--- src/rtl/fb_pkg.sv ---
// fb_pkg: shared constants for the dot frame-buffer write engine.
//   COLS/ROWS  dot grid geometry (display reads addr = row*COLS + col)
//   AW         frame-buffer address width
//   FB_SIZE    number of dots in the buffer
//   OP_*       command op-codes carried on cmd_op
//   fb_state_t FSM state encoding for fb_writer
package fb_pkg;
  localparam int COLS    = 200;
  localparam int ROWS    = 150;
  localparam int AW      = 15;
  localparam int FB_SIZE = COLS * ROWS;

  localparam logic [1:0] OP_NOP   = 2'b00;
  localparam logic [1:0] OP_PLOT  = 2'b01;
  localparam logic [1:0] OP_HLINE = 2'b10;
  localparam logic [1:0] OP_FILL  = 2'b11;

  typedef enum logic [2:0] {
    ST_IDLE,
    ST_PLOT,
    ST_LINE,
    ST_FILL,
    ST_FIN
  } fb_state_t;
endpackage

--- src/rtl/fb_if.sv ---
// fb_if: drawing-command channel (valid/ready).
//   cmd_valid/cmd_ready  handshake, transfer on valid & ready
//   cmd_op               NOP/PLOT/HLINE/FILL
//   cmd_x, cmd_y         start column, row
//   cmd_len              HLINE length in dots
//   cmd_dot              value to write
// master = command source, slave = fb_writer.
interface fb_if;
  logic       cmd_valid;
  logic       cmd_ready;
  logic [1:0] cmd_op;
  logic [7:0] cmd_x;
  logic [7:0] cmd_y;
  logic [7:0] cmd_len;
  logic       cmd_dot;

  modport master (output cmd_valid, cmd_op, cmd_x, cmd_y, cmd_len, cmd_dot,
                  input  cmd_ready);
  modport slave  (input  cmd_valid, cmd_op, cmd_x, cmd_y, cmd_len, cmd_dot,
                  output cmd_ready);
endinterface

--- src/rtl/fb_addr_gen.sv ---
// fb_addr_gen: loadable write-address counter.
//   i_load/i_load_val/i_term_val  start address and final address of a run
//   i_inc                         advance by one
//   o_addr                        current (registered) address
//   o_last                        o_addr has reached the final address
// The counter register is the RAM port-A address itself, so it holds its
// value whenever nothing loads or increments it.
module fb_addr_gen import fb_pkg::*; (
  input  logic          clk,
  input  logic          rstn,
  input  logic          i_load,
  input  logic [AW-1:0] i_load_val,
  input  logic [AW-1:0] i_term_val,
  input  logic          i_inc,
  output logic [AW-1:0] o_addr,
  output logic          o_last
);
  logic [AW-1:0] r_addr;
  logic [AW-1:0] r_term;

  always_ff @(posedge clk or negedge rstn) begin
    if (!rstn) begin
      r_addr <= '0;
      r_term <= '0;
    end else if (i_load) begin
      r_addr <= i_load_val;
      r_term <= i_term_val;
    end else if (i_inc) begin
      r_addr <= r_addr + AW'(1);
    end
  end

  assign o_addr = r_addr;
  assign o_last = (r_addr == r_term);
endmodule

--- src/rtl/fb_writer.sv ---
// fb_writer: write-side engine for the COLS x ROWS 1-bit dot frame buffer.
//   clk, rstn        clock, async active-low reset
//   cmd              fb_if.slave command channel
//   we/waddr/wdata   RAM port-A write strobe, one dot per cycle
//   done             one-cycle pulse when a command completes or is dropped
//   err              sticky: a PLOT/HLINE was dropped for bad coordinates
// Row base y*COLS is formed once at accept; runs then just count up.
module fb_writer import fb_pkg::*; (
  input  logic          clk,
  input  logic          rstn,
  fb_if.slave           cmd,
  output logic          we,
  output logic [AW-1:0] waddr,
  output logic          wdata,
  output logic          done,
  output logic          err
);
  fb_state_t r_state;
  logic      r_ready, r_we, r_wdata, r_done, r_err;

  logic          w_accept, w_oob, w_drop, w_writes, w_load, w_inc, w_last;
  logic [8:0]    w_xend;
  logic [7:0]    w_endcol;
  logic [AW-1:0] w_base, w_start, w_line_term, w_load_val, w_term_val;

  assign w_accept = cmd.cmd_valid & r_ready;
  assign w_oob    = (cmd.cmd_x >= 8'(COLS)) || (cmd.cmd_y >= 8'(ROWS));
  assign w_drop   = w_oob && (cmd.cmd_op == OP_PLOT || cmd.cmd_op == OP_HLINE);
  assign w_writes = (cmd.cmd_op == OP_FILL) ||
                    (cmd.cmd_op == OP_PLOT  && !w_oob) ||
                    (cmd.cmd_op == OP_HLINE && !w_oob && cmd.cmd_len != 8'd0);
  assign w_load   = w_accept && w_writes;

  // 9-bit end column so x+len cannot wrap; anything past the edge is clipped.
  assign w_xend      = {1'b0, cmd.cmd_x} + {1'b0, cmd.cmd_len};
  assign w_endcol    = (w_xend > 9'(COLS)) ? 8'(COLS - 1) : 8'(w_xend - 9'd1);
  assign w_base      = AW'(cmd.cmd_y) * AW'(COLS);
  assign w_start     = w_base + AW'(cmd.cmd_x);
  assign w_line_term = w_base + AW'(w_endcol);

  always_comb begin
    w_load_val = w_start;
    w_term_val = w_start;
    if (cmd.cmd_op == OP_FILL) begin
      w_load_val = '0;
      w_term_val = AW'(FB_SIZE - 1);
    end else if (cmd.cmd_op == OP_HLINE) begin
      w_term_val = w_line_term;
    end
  end

  assign w_inc = (r_state == ST_LINE || r_state == ST_FILL) && !w_last;

  fb_addr_gen u_addr_gen (
    .clk       (clk),
    .rstn      (rstn),
    .i_load    (w_load),
    .i_load_val(w_load_val),
    .i_term_val(w_term_val),
    .i_inc     (w_inc),
    .o_addr    (waddr),
    .o_last    (w_last)
  );

  always_ff @(posedge clk or negedge rstn) begin
    if (!rstn) begin
      r_state <= ST_IDLE;
      r_ready <= 1'b1;
      r_we    <= 1'b0;
      r_wdata <= 1'b0;
      r_done  <= 1'b0;
      r_err   <= 1'b0;
    end else begin
      case (r_state)
        ST_IDLE: if (w_accept) begin
          r_ready <= 1'b0;
          if (w_writes) begin
            r_we    <= 1'b1;
            r_wdata <= cmd.cmd_dot;
            case (cmd.cmd_op)
              OP_FILL:  r_state <= ST_FILL;
              OP_HLINE: r_state <= ST_LINE;
              default:  r_state <= ST_PLOT;
            endcase
          end else begin
            // NOP, zero-length line or dropped command: no write at all
            r_state <= ST_FIN;
            r_done  <= 1'b1;
            if (w_drop) r_err <= 1'b1;
          end
        end
        ST_PLOT: begin
          r_we    <= 1'b0;
          r_done  <= 1'b1;
          r_state <= ST_FIN;
        end
        ST_LINE, ST_FILL: if (w_last) begin
          r_we    <= 1'b0;
          r_done  <= 1'b1;
          r_state <= ST_FIN;
        end
        ST_FIN: begin
          r_done  <= 1'b0;
          r_ready <= 1'b1;
          r_state <= ST_IDLE;
        end
        default: begin
          r_we    <= 1'b0;
          r_done  <= 1'b0;
          r_ready <= 1'b1;
          r_state <= ST_IDLE;
        end
      endcase
    end
  end

  assign cmd.cmd_ready = r_ready;
  assign we            = r_we;
  assign wdata         = r_wdata;
  assign done          = r_done;
  assign err           = r_err;
endmodule

--- src/flat_wrapper.sv ---
// flat-port wrapper written by rule: the top's interface ports become plain ports
module fb_writer_flat import fb_pkg::*;
  (clk, rstn, we, waddr, wdata, done, err, cmd_cmd_valid, cmd_cmd_op, cmd_cmd_x, cmd_cmd_y, cmd_cmd_len, cmd_cmd_dot, cmd_cmd_ready);
  fb_if cmd_i ();
  input  logic clk;
  input  logic rstn;
  output logic we;
  output logic [AW-1:0] waddr;
  output logic wdata;
  output logic done;
  output logic err;
  input wire logic [$bits(cmd_i.cmd_valid)-1:0] cmd_cmd_valid;
  input wire logic [$bits(cmd_i.cmd_op)-1:0] cmd_cmd_op;
  input wire logic [$bits(cmd_i.cmd_x)-1:0] cmd_cmd_x;
  input wire logic [$bits(cmd_i.cmd_y)-1:0] cmd_cmd_y;
  input wire logic [$bits(cmd_i.cmd_len)-1:0] cmd_cmd_len;
  input wire logic [$bits(cmd_i.cmd_dot)-1:0] cmd_cmd_dot;
  output wire logic [$bits(cmd_i.cmd_ready)-1:0] cmd_cmd_ready;
  assign cmd_i.cmd_valid = cmd_cmd_valid;
  assign cmd_i.cmd_op = cmd_cmd_op;
  assign cmd_i.cmd_x = cmd_cmd_x;
  assign cmd_i.cmd_y = cmd_cmd_y;
  assign cmd_i.cmd_len = cmd_cmd_len;
  assign cmd_i.cmd_dot = cmd_cmd_dot;
  assign cmd_cmd_ready = cmd_i.cmd_ready;
  fb_writer u_core (.clk(clk), .rstn(rstn), .cmd(cmd_i), .we(we), .waddr(waddr), .wdata(wdata), .done(done), .err(err));
endmodule
--- config.mk ---
export PLATFORM = sky130hd
export DESIGN_NAME = fb_writer_flat
export DESIGN_NICKNAME = d
export VERILOG_FILES = /design/src/rtl/fb_pkg.sv /design/src/rtl/fb_if.sv /design/src/rtl/fb_addr_gen.sv /design/src/rtl/fb_writer.sv /design/src/flat_wrapper.sv
export SDC_FILE = /design/constraint.sdc
export NUM_CORES = 1
export LEC_CHECK = 0
export CAP_MARGIN = 15
export CELL_PAD_IN_SITES_DETAIL_PLACEMENT = 2
export CELL_PAD_IN_SITES_GLOBAL_PLACEMENT = 2
export CORE_MARGIN = 2
export CORE_UTILIZATION = 35
export CTS_CLUSTER_DIAMETER = 60
export CTS_CLUSTER_SIZE = 12
export DETAILED_ROUTE_END_ITERATION = 7
export PLACE_DENSITY = 0.83
export SLEW_MARGIN = 10
export SYNTH_ARGS = -nofsm -noshare
export SYNTH_HDL_FRONTEND = slang
export SYNTH_SLANG_ARGS = --single-unit
--- constraint.sdc ---
create_clock -name clk -period 2.5 [get_ports clk]
set_input_delay 0.375 -clock clk [delete_from_list [all_inputs] [get_ports clk]]
set_output_delay 0.375 -clock clk [all_outputs]
set_load 0.01 [all_outputs]
==> results of run 1 <==
## repair_timing
item | in CTS
setup endpoints to repair | 34
hold buffers | 0
pin swaps | 48
gates cloned | 0
endpoints found under the hold margin | 0
gates resized for setup | 147
setup buffers | 12
## cell families after synthesis
group	synth area share, %
xor+xnor	14.1
simple gates	18.2
flops	24.0
compound gates	17.3
mux	1.79
buf+inv	4.34
fa+ha+maj	20.3
## stage by stage
step | hold WS [ps] | std cells | TNS [ps]
after CTS | 234 | 749 | -11830
after detailed placement | 479 | 729 | -34520
after global placement | 467 | 729 | -26910
after floorplan | 79.4 | 460 | -9440
==> results.yml, run 1 <==
yosys:
  yosys-top-cells-count: "ha_1, dfrtp_1, nor2_1"
  synth-edff-count: 0
  synthArstFlopShare_pct: 100
  synth_area_per_cell_um2: 8.64
  seq_area_frac_synth_pct: 24.0
  synthCells: 460
  synth-main-ff-cell: "dfrtp_1"
  syn_area_um2: 3980
  yosysMostFrequentCell: "ha_1"
  synth_top_cell_by_area: "dfrtp_1"
  ys_types: 54
  synthTopCellsByArea: "dfrtp_1, ha_1, xnor2_1, xor2_1, nor2_1"
  ys_ff_latch: 38
  synth_warnings: 0
  netlist.area_leader.share_pct: 23.3
  syn-num-nets: 551
status:
  error_line: "[ERROR DPL-0033] detailed placement checks failed during check placement."
  stop_stage: "global routing (5_1_grt)"
  status: "stopped before the end"
grt:
  grt_antenna_before_repair: 1
  grt_max_degree: 39
clocking:
  cts.sinks: 38
  cts-buffers-inserted: 5
  htreeDepth: 2
  root_buffer: "clkbuf_16"
  clockBufferDepth: 2
floorplanning:
  die_width_um: 111
  io_pins: 50
  std_cell_rows: 38
  start_util_pct: 36.2
  die_y_um: 111
place:
  place_area_um2: 5490
  hpwl_um: 13500
  port_buffers: 49
  post-place-ws_ps: -1930
  gp_congestion: 0.886
timing:
  crit_endpoint: "u_core.u_addr_gen.r_term[11]$_DFFE_PN0P_/D"
  worst_endpoint_kind: "register input"
==> inputs of run 2 (changes only) <==
--- a/config.mk
+++ b/config.mk
@@ -6,14 +6,10 @@
 export NUM_CORES = 1
 export LEC_CHECK = 0
 export CAP_MARGIN = 15
-export CELL_PAD_IN_SITES_DETAIL_PLACEMENT = 2
-export CELL_PAD_IN_SITES_GLOBAL_PLACEMENT = 2
 export CORE_MARGIN = 2
-export CORE_UTILIZATION = 35
-export CTS_CLUSTER_DIAMETER = 60
-export CTS_CLUSTER_SIZE = 12
+export CORE_UTILIZATION = 40
 export DETAILED_ROUTE_END_ITERATION = 7
-export PLACE_DENSITY = 0.83
+export PLACE_DENSITY_LB_ADDON = 0.15
 export SLEW_MARGIN = 10
 export SYNTH_ARGS = -nofsm -noshare
 export SYNTH_HDL_FRONTEND = slang
==> results.yml, run 2 <==
yosys:
  synth-edff-count: 0
  synthCells: 460
  synth-main-ff-cell: "dfrtp_1"
  synthTopCellsByArea: "dfrtp_1, ha_1, xnor2_1, xor2_1, nor2_1"
  yosysMostFrequentCell: "ha_1"
  ys_ff_latch: 38
  seq_area_frac_synth_pct: 24.0
  synthArstFlopShare_pct: 100
  synth_warnings: 0
  yosys-top-cells-count: "ha_1, dfrtp_1, nor2_1"
  synth_area_per_cell_um2: 8.64
  netlist.area_leader.share_pct: 23.3
  syn-num-nets: 551
  syn_area_um2: 3980
  synth_top_cell_by_area: "dfrtp_1"
  ys_types: 54
clocking:
  cts-buffers-inserted: 5
  clockBufferDepth: 2
  cts_tree: "built"
  clk_pin_slew_worst_paths_ps: 80
  clock_latency_ps: 290
  ctsHoldBuffers: 0
  htreeDepth: 2
  root_buffer: "clkbuf_8"
  cts.sinks: 38
timing:
  relSlewSlack_pct: 45.0
  period_share_pct: 135
  finalWorstSetupSlack_ps: -883
  max_freq_ghz: 0.296
  rsz0062_at_grt: "yes"
  finalHoldViolCount: 0
  tightest_slew_ps: 824
  fin_skew_ps: 8.82
  slew_violations: 0
  setup_viol: 16
  fin_crit_ps: 3380
setup_path:
  r2r_cells: 7
  timing.rr.start: "u_core.u_addr_gen.o_addr[1]"
  critPathArrivalTime_ps: 3580
  reg2reg_slack_ps: 290
  worstSetupStartpointType: "input port"
  end_kind: "flop"
  worstPathRequired_ps: 2700
  regToRegEndpoint: "u_core.u_addr_gen.o_addr[11]"
  critical_path.max_fanout: 3
  crit_type: "input port to flop"
route:
  vias: 3925
  vias_per_cell: 5.26
  drt-total-wl_um: 11300
  first_pass_iters: 4
  post_drt_wl_per_cell_um: 15.2
  postRouteAntennaNets: 0
  drc_errors: 0
  dr.first_iter.drc_count: 117
place:
  hpwl_um: 8560
  place_area_um2: 5480
  gp_congestion: 0.851
  port_buffers: 49
  post-place-ws_ps: -1620
floorplanning:
  io_pins: 50
  std_cell_rows: 36
  start_util_pct: 40.9
  core_area_um2: 9730
  die_area_um2: 10800
  die_width_um: 104
  die_y_um: 104
flow_run:
  maxCapViolCount: 0
grt:
  grt_pass1_vias: 3925
  grtUsageTotal_pct: 20.6
  grt_first_pass_wirelength_um: 18400
  grt_overflow: 0
  grt_antenna_before_repair: 0
  grt_max_degree: 39
cells_and_area:
  drive_above_1_share_pct: 38.7
  layout_commonest_cell: "buf_4"
  final_util_pct: 66.0
  layout_common_cells: "buf_4, dfrtp_1, nand2_1, xor2_1, ha_1"
  n_antenna_cell: 0
  area_growth_pct: 61.6
  final_cell_area_um2: 6420
  fin_nets: 703
  n_fill_cell: 796
hold_path:
  hold_class: "input port to asynchronous set/reset pin"
pwr:
  power.total_mw: 5.19
  power.density_nw_per_um2: 807
  leakagePower_nw: 2.77
  ir_drop_mv: 0.506
status:
  status: "finished, violations left"
  violations: "negative setup slack"
run 2: cell type report:
| type | count | area (µm²) | share of cell area [%] |
|---|---|---|---|
| tap | 133 | 166 | 2.59 |
| multi-input combinational | 379 | 3690 | 57.4 |
| sequential | 38 | 952 | 14.8 |
| inverter | 31 | 131 | 2.04 |
| timing repair buffer | 157 | 1340 | 20.9 |
| clock inverter | 2 | 60.1 | 0.935 |
| clock buffer | 6 | 82.6 | 1.29 |
run 2: cells by family after synthesis:
logic type      share of synthesized area, %
simple gates                            18.2
compound gates                          17.3
xor+xnor                                14.1
fa+ha+maj                               20.3
buf+inv                                 4.34
flops                                   24.0
mux                                     1.79
run 2: worst max-delay path, stage by stage:
cell	delay (ps)
buf_8	80
ha_4	130
inv_2	30
fa_2	330
nand2b_4	160
a211oi_4	280
o21ai_2	120
a2bb2oi_2	220
a31oi_4	120
and2_4	160
ha_4	160
fa_2	360
a21o_1	200
a21oi_2	150
nor2b_1	70
o32ai_2	150
nor2_1	120
xnor2_1	140
o31ai_1	220
run 2: report_power, final:
group          switching (mW)  internal (mW)  total (mW)
Combinational            1.53           1.79        3.32
Clock                   0.223          0.426       0.648
Sequential              0.323          0.897        1.22
run 2: routing by layer:
layer  vias to the layer above  track usage [%]  share of wire [%]
li1                       1944                -                  -
met1                      1887             26.1                 45
met2                        76             37.2                 51
met3                        18             1.64                2.3
met4                         0             6.27                1.8
met5                         -                0                  0
run 2: how the worst max path moves through the flow:
stage / endpoint / slack, ps / start / cells past startpoint
2_1_floorplan: u_core.u_addr_gen.r_term[9] / -940 / cmd_cmd_len[0] / 18
3_3_place_gp: u_core.u_addr_gen.r_term[9] / -1520 / cmd_cmd_len[0] / 19
3_5_place_dp: u_core.u_addr_gen.r_term[9] / -1620 / cmd_cmd_len[0] / 19
4_1_cts: u_core.u_addr_gen.r_term[13] / -890 / cmd_cmd_x[0] / 19
5_1_grt: u_core.u_addr_gen.r_term[9] / -1100 / cmd_cmd_len[0] / 19
6_report: u_core.u_addr_gen.r_term[9] / -880 / cmd_cmd_len[0] / 19
run 2: what timing repair did:
item / 4_1_cts / 5_1_grt
setup buffers: 12 / 8
gates resized for setup: 128 / 54
endpoints found under the setup margin: 26 / 26
pin swaps: 52 / 55
run 2: metrics by stage:
stage,cells,TNS (ps),hold slack [ps]
floorplan,460,-9440,79.4
global placement,722,-26940,466
detailed placement,722,-28750,468
CTS,741,-9910,215
global route,746,-11730,244
finish,746,-9590,177
(Power assumes the default switching activity.)
==> inputs of run 3 (changes only) <==
--- a/config.mk
+++ b/config.mk
@@ -9,6 +9,7 @@
 export CORE_MARGIN = 2
 export CORE_UTILIZATION = 40
 export DETAILED_ROUTE_END_ITERATION = 7
+export HOLD_SLACK_MARGIN = 0.06
 export PLACE_DENSITY_LB_ADDON = 0.15
 export SLEW_MARGIN = 10
 export SYNTH_ARGS = -nofsm -noshare
==> results of run 3 <==
No change in the layout: final DEF, timing and power equal those of run 2.
==> inputs of run 4 (changes only) <==
--- a/config.mk
+++ b/config.mk
@@ -6,6 +6,8 @@
 export NUM_CORES = 1
 export LEC_CHECK = 0
 export CAP_MARGIN = 15
+export CELL_PAD_IN_SITES_DETAIL_PLACEMENT = 0
+export CELL_PAD_IN_SITES_GLOBAL_PLACEMENT = 1
 export CORE_MARGIN = 2
 export CORE_UTILIZATION = 40
 export DETAILED_ROUTE_END_ITERATION = 7
==> results.yml, run 4 (synthesis gave the netlist of run 2 again) <==
timing:
  timing.hold.ws_ps: 171
  period_share_pct: 132
  setup_tns_ps: -9670
  rsz0062_at_grt: "yes"
  max_freq_ghz: 0.302
  fin_skew_ps: 4.76
  finalHoldViolCount: 0
  relSlewSlack_pct: 43.7
  tightest_slew_ps: 845
  fin_crit_ps: 3310
  slew_violations: 0
  finalWorstSetupSlack_ps: -811
  setup_viol: 16
setup_path:
  path_delay_family: "compound AO/OA/AOI/OAI gates"
  worstSetupStartpointType: "input port"
  critical_path.max_fanout: 3
  r2r_cells: 7
  max_stage_delay_ps: 340
  timing.rr.start: "u_core.u_addr_gen.o_addr[13]"
  crit_type: "input port to flop"
  cp_cell_sequence: "buf_8 > ha_4 > inv_2 > fa_2 > nand2b_4 > a211oi_4 > o21ai_2 > a2bb2oi_2 > a31oi_4 > and2_1 > ha_2 > fa_2 > a21o_1 > a21oi_2 > nor2b_4 > o32ai_4 > nor2_1 > xnor2_1 > o31ai_1"
  regToRegEndpoint: "u_core.u_addr_gen.o_addr[11]"
  critPathSlowestCell: "fa_2"
  path_buf_inv: 2
  reg2reg_slack_ps: 310
  end_kind: "flop"
  crit_top_cell: "fa_2"
  worstPathRequired_ps: 2710
  critPathArrivalTime_ps: 3520
pwr:
  ir_drop_mv: 0.285
  leakagePower_nw: 2.72
  power.density_nw_per_um2: 764
route:
  dr.first_iter.drc_count: 106
  postRouteAntennaNets: 0
  met2_length_um: 5980
  first_pass_iters: 4
  wl_met3_um: 309
  vias: 3888
  drt-total-wl_um: 11500
  wl_met1_um: 5080
  dr.max_layer_used: "met4"
  drc_errors: 0
  post_drt_wl_per_cell_um: 15.6
  vias_per_cell: 5.25
clocking:
  clock_latency_ps: 300
  htreeDepth: 2
  cts.sinks: 38
  cts-buffers-inserted: 5
  clockBufferDepth: 2
  cts_tree: "built"
  root_buffer: "clkbuf_8"
  clk_pin_slew_worst_paths_ps: 80
flow_run:
  maxCapViolCount: 0
hold_path:
  hold_class: "input port to asynchronous set/reset pin"
floorplanning:
  start_util_pct: 40.9
  die_width_um: 104
  core_area_um2: 9730
  die_y_um: 104
  std_cell_rows: 36
  io_pins: 50
  die_area_um2: 10800
cells_and_area:
  layout_common_cells: "buf_4, dfrtp_1, nand2_1, ha_4, xor2_1"
  n_antenna_cell: 0
  final_cell_area_um2: 6290
  drive_above_1_share_pct: 37.5
  fin_nets: 698
  area_growth_pct: 58.2
  layout_commonest_cell: "buf_4"
status:
  status: "finished, violations left"
  violations: "negative setup slack"
grt:
  grt_overflow: 0
  grt_antenna_before_repair: 0
  grt_pass1_vias: 4015
  grtUsageTotal_pct: 21.4
  grt_first_pass_wirelength_um: 19000
  grt_max_degree: 39
place:
  place_area_um2: 5470
  post-place-ws_ps: -1630
  hpwl_um: 8550
  port_buffers: 49
  gp_congestion: 0.905
-- run 4: how the worst max path moves through the flow --
stage	start	end	slack, ps	depth (start not counted)
after detailed placement	cmd_cmd_len[0]	u_core.u_addr_gen.r_term[9]	-1630	19
after global routing	cmd_cmd_x[0]	u_core.u_addr_gen.r_term[9]	-960	19
after global placement	cmd_cmd_len[0]	u_core.u_addr_gen.r_term[9]	-1530	19
after CTS	cmd_cmd_x[0]	u_core.u_addr_gen.r_term[9]	-880	18
final	cmd_cmd_x[0]	u_core.u_addr_gen.r_term[9]	-810	19
after floorplan	cmd_cmd_len[0]	u_core.u_addr_gen.r_term[9]	-940	18
-- run 4: final cells by class --
cell class / instances / area [µm²]
Tap cell: 133 / 166
Clock buffer: 6 / 82.6
Fill cell: 810 / 3440
Inverter: 31 / 129
Sequential cell: 38 / 952
Multi-Input combinational cell: 379 / 3650
Timing Repair Buffer: 152 / 1290
Clock inverter: 2 / 12.5
-- run 4: power breakdown --
| group | internal, mW | switching, mW |
|---|---|---|
| sequential | 0.897 | 0.321 |
| combinational | 1.71 | 1.43 |
| clock | 0.222 | 0.229 |
-- run 4: metrics by stage --
step | std cells | power (mW) | util (%)
after CTS | 739 | 4.67 | 62.9
final | 741 | 4.81 | 64.6
after detailed placement | 721 | 3.85 | 56.2
after global routing | 741 | 5.18 | 64.6
after global placement | 721 | 3.79 | 56.2
after floorplan | 460 | 2.75 | -
-- run 4: repair_timing --
action | in CTS | in global routing
pin swaps | 57 | 34
resized for setup | 132 | 36
hold buffers | 0 | 0
endpoints found under the setup margin | 23 | 27
buffers inserted | 12 | 5
-- run 4: metal layers --
metal | global-route usage [%] | vias to the layer above
li1 | - | 1930
met1 | 27.1 | 1870
met2 | 38.4 | 76
met3 | 2.14 | 12
met4 | 6.37 | 0
met5 | 0 | -
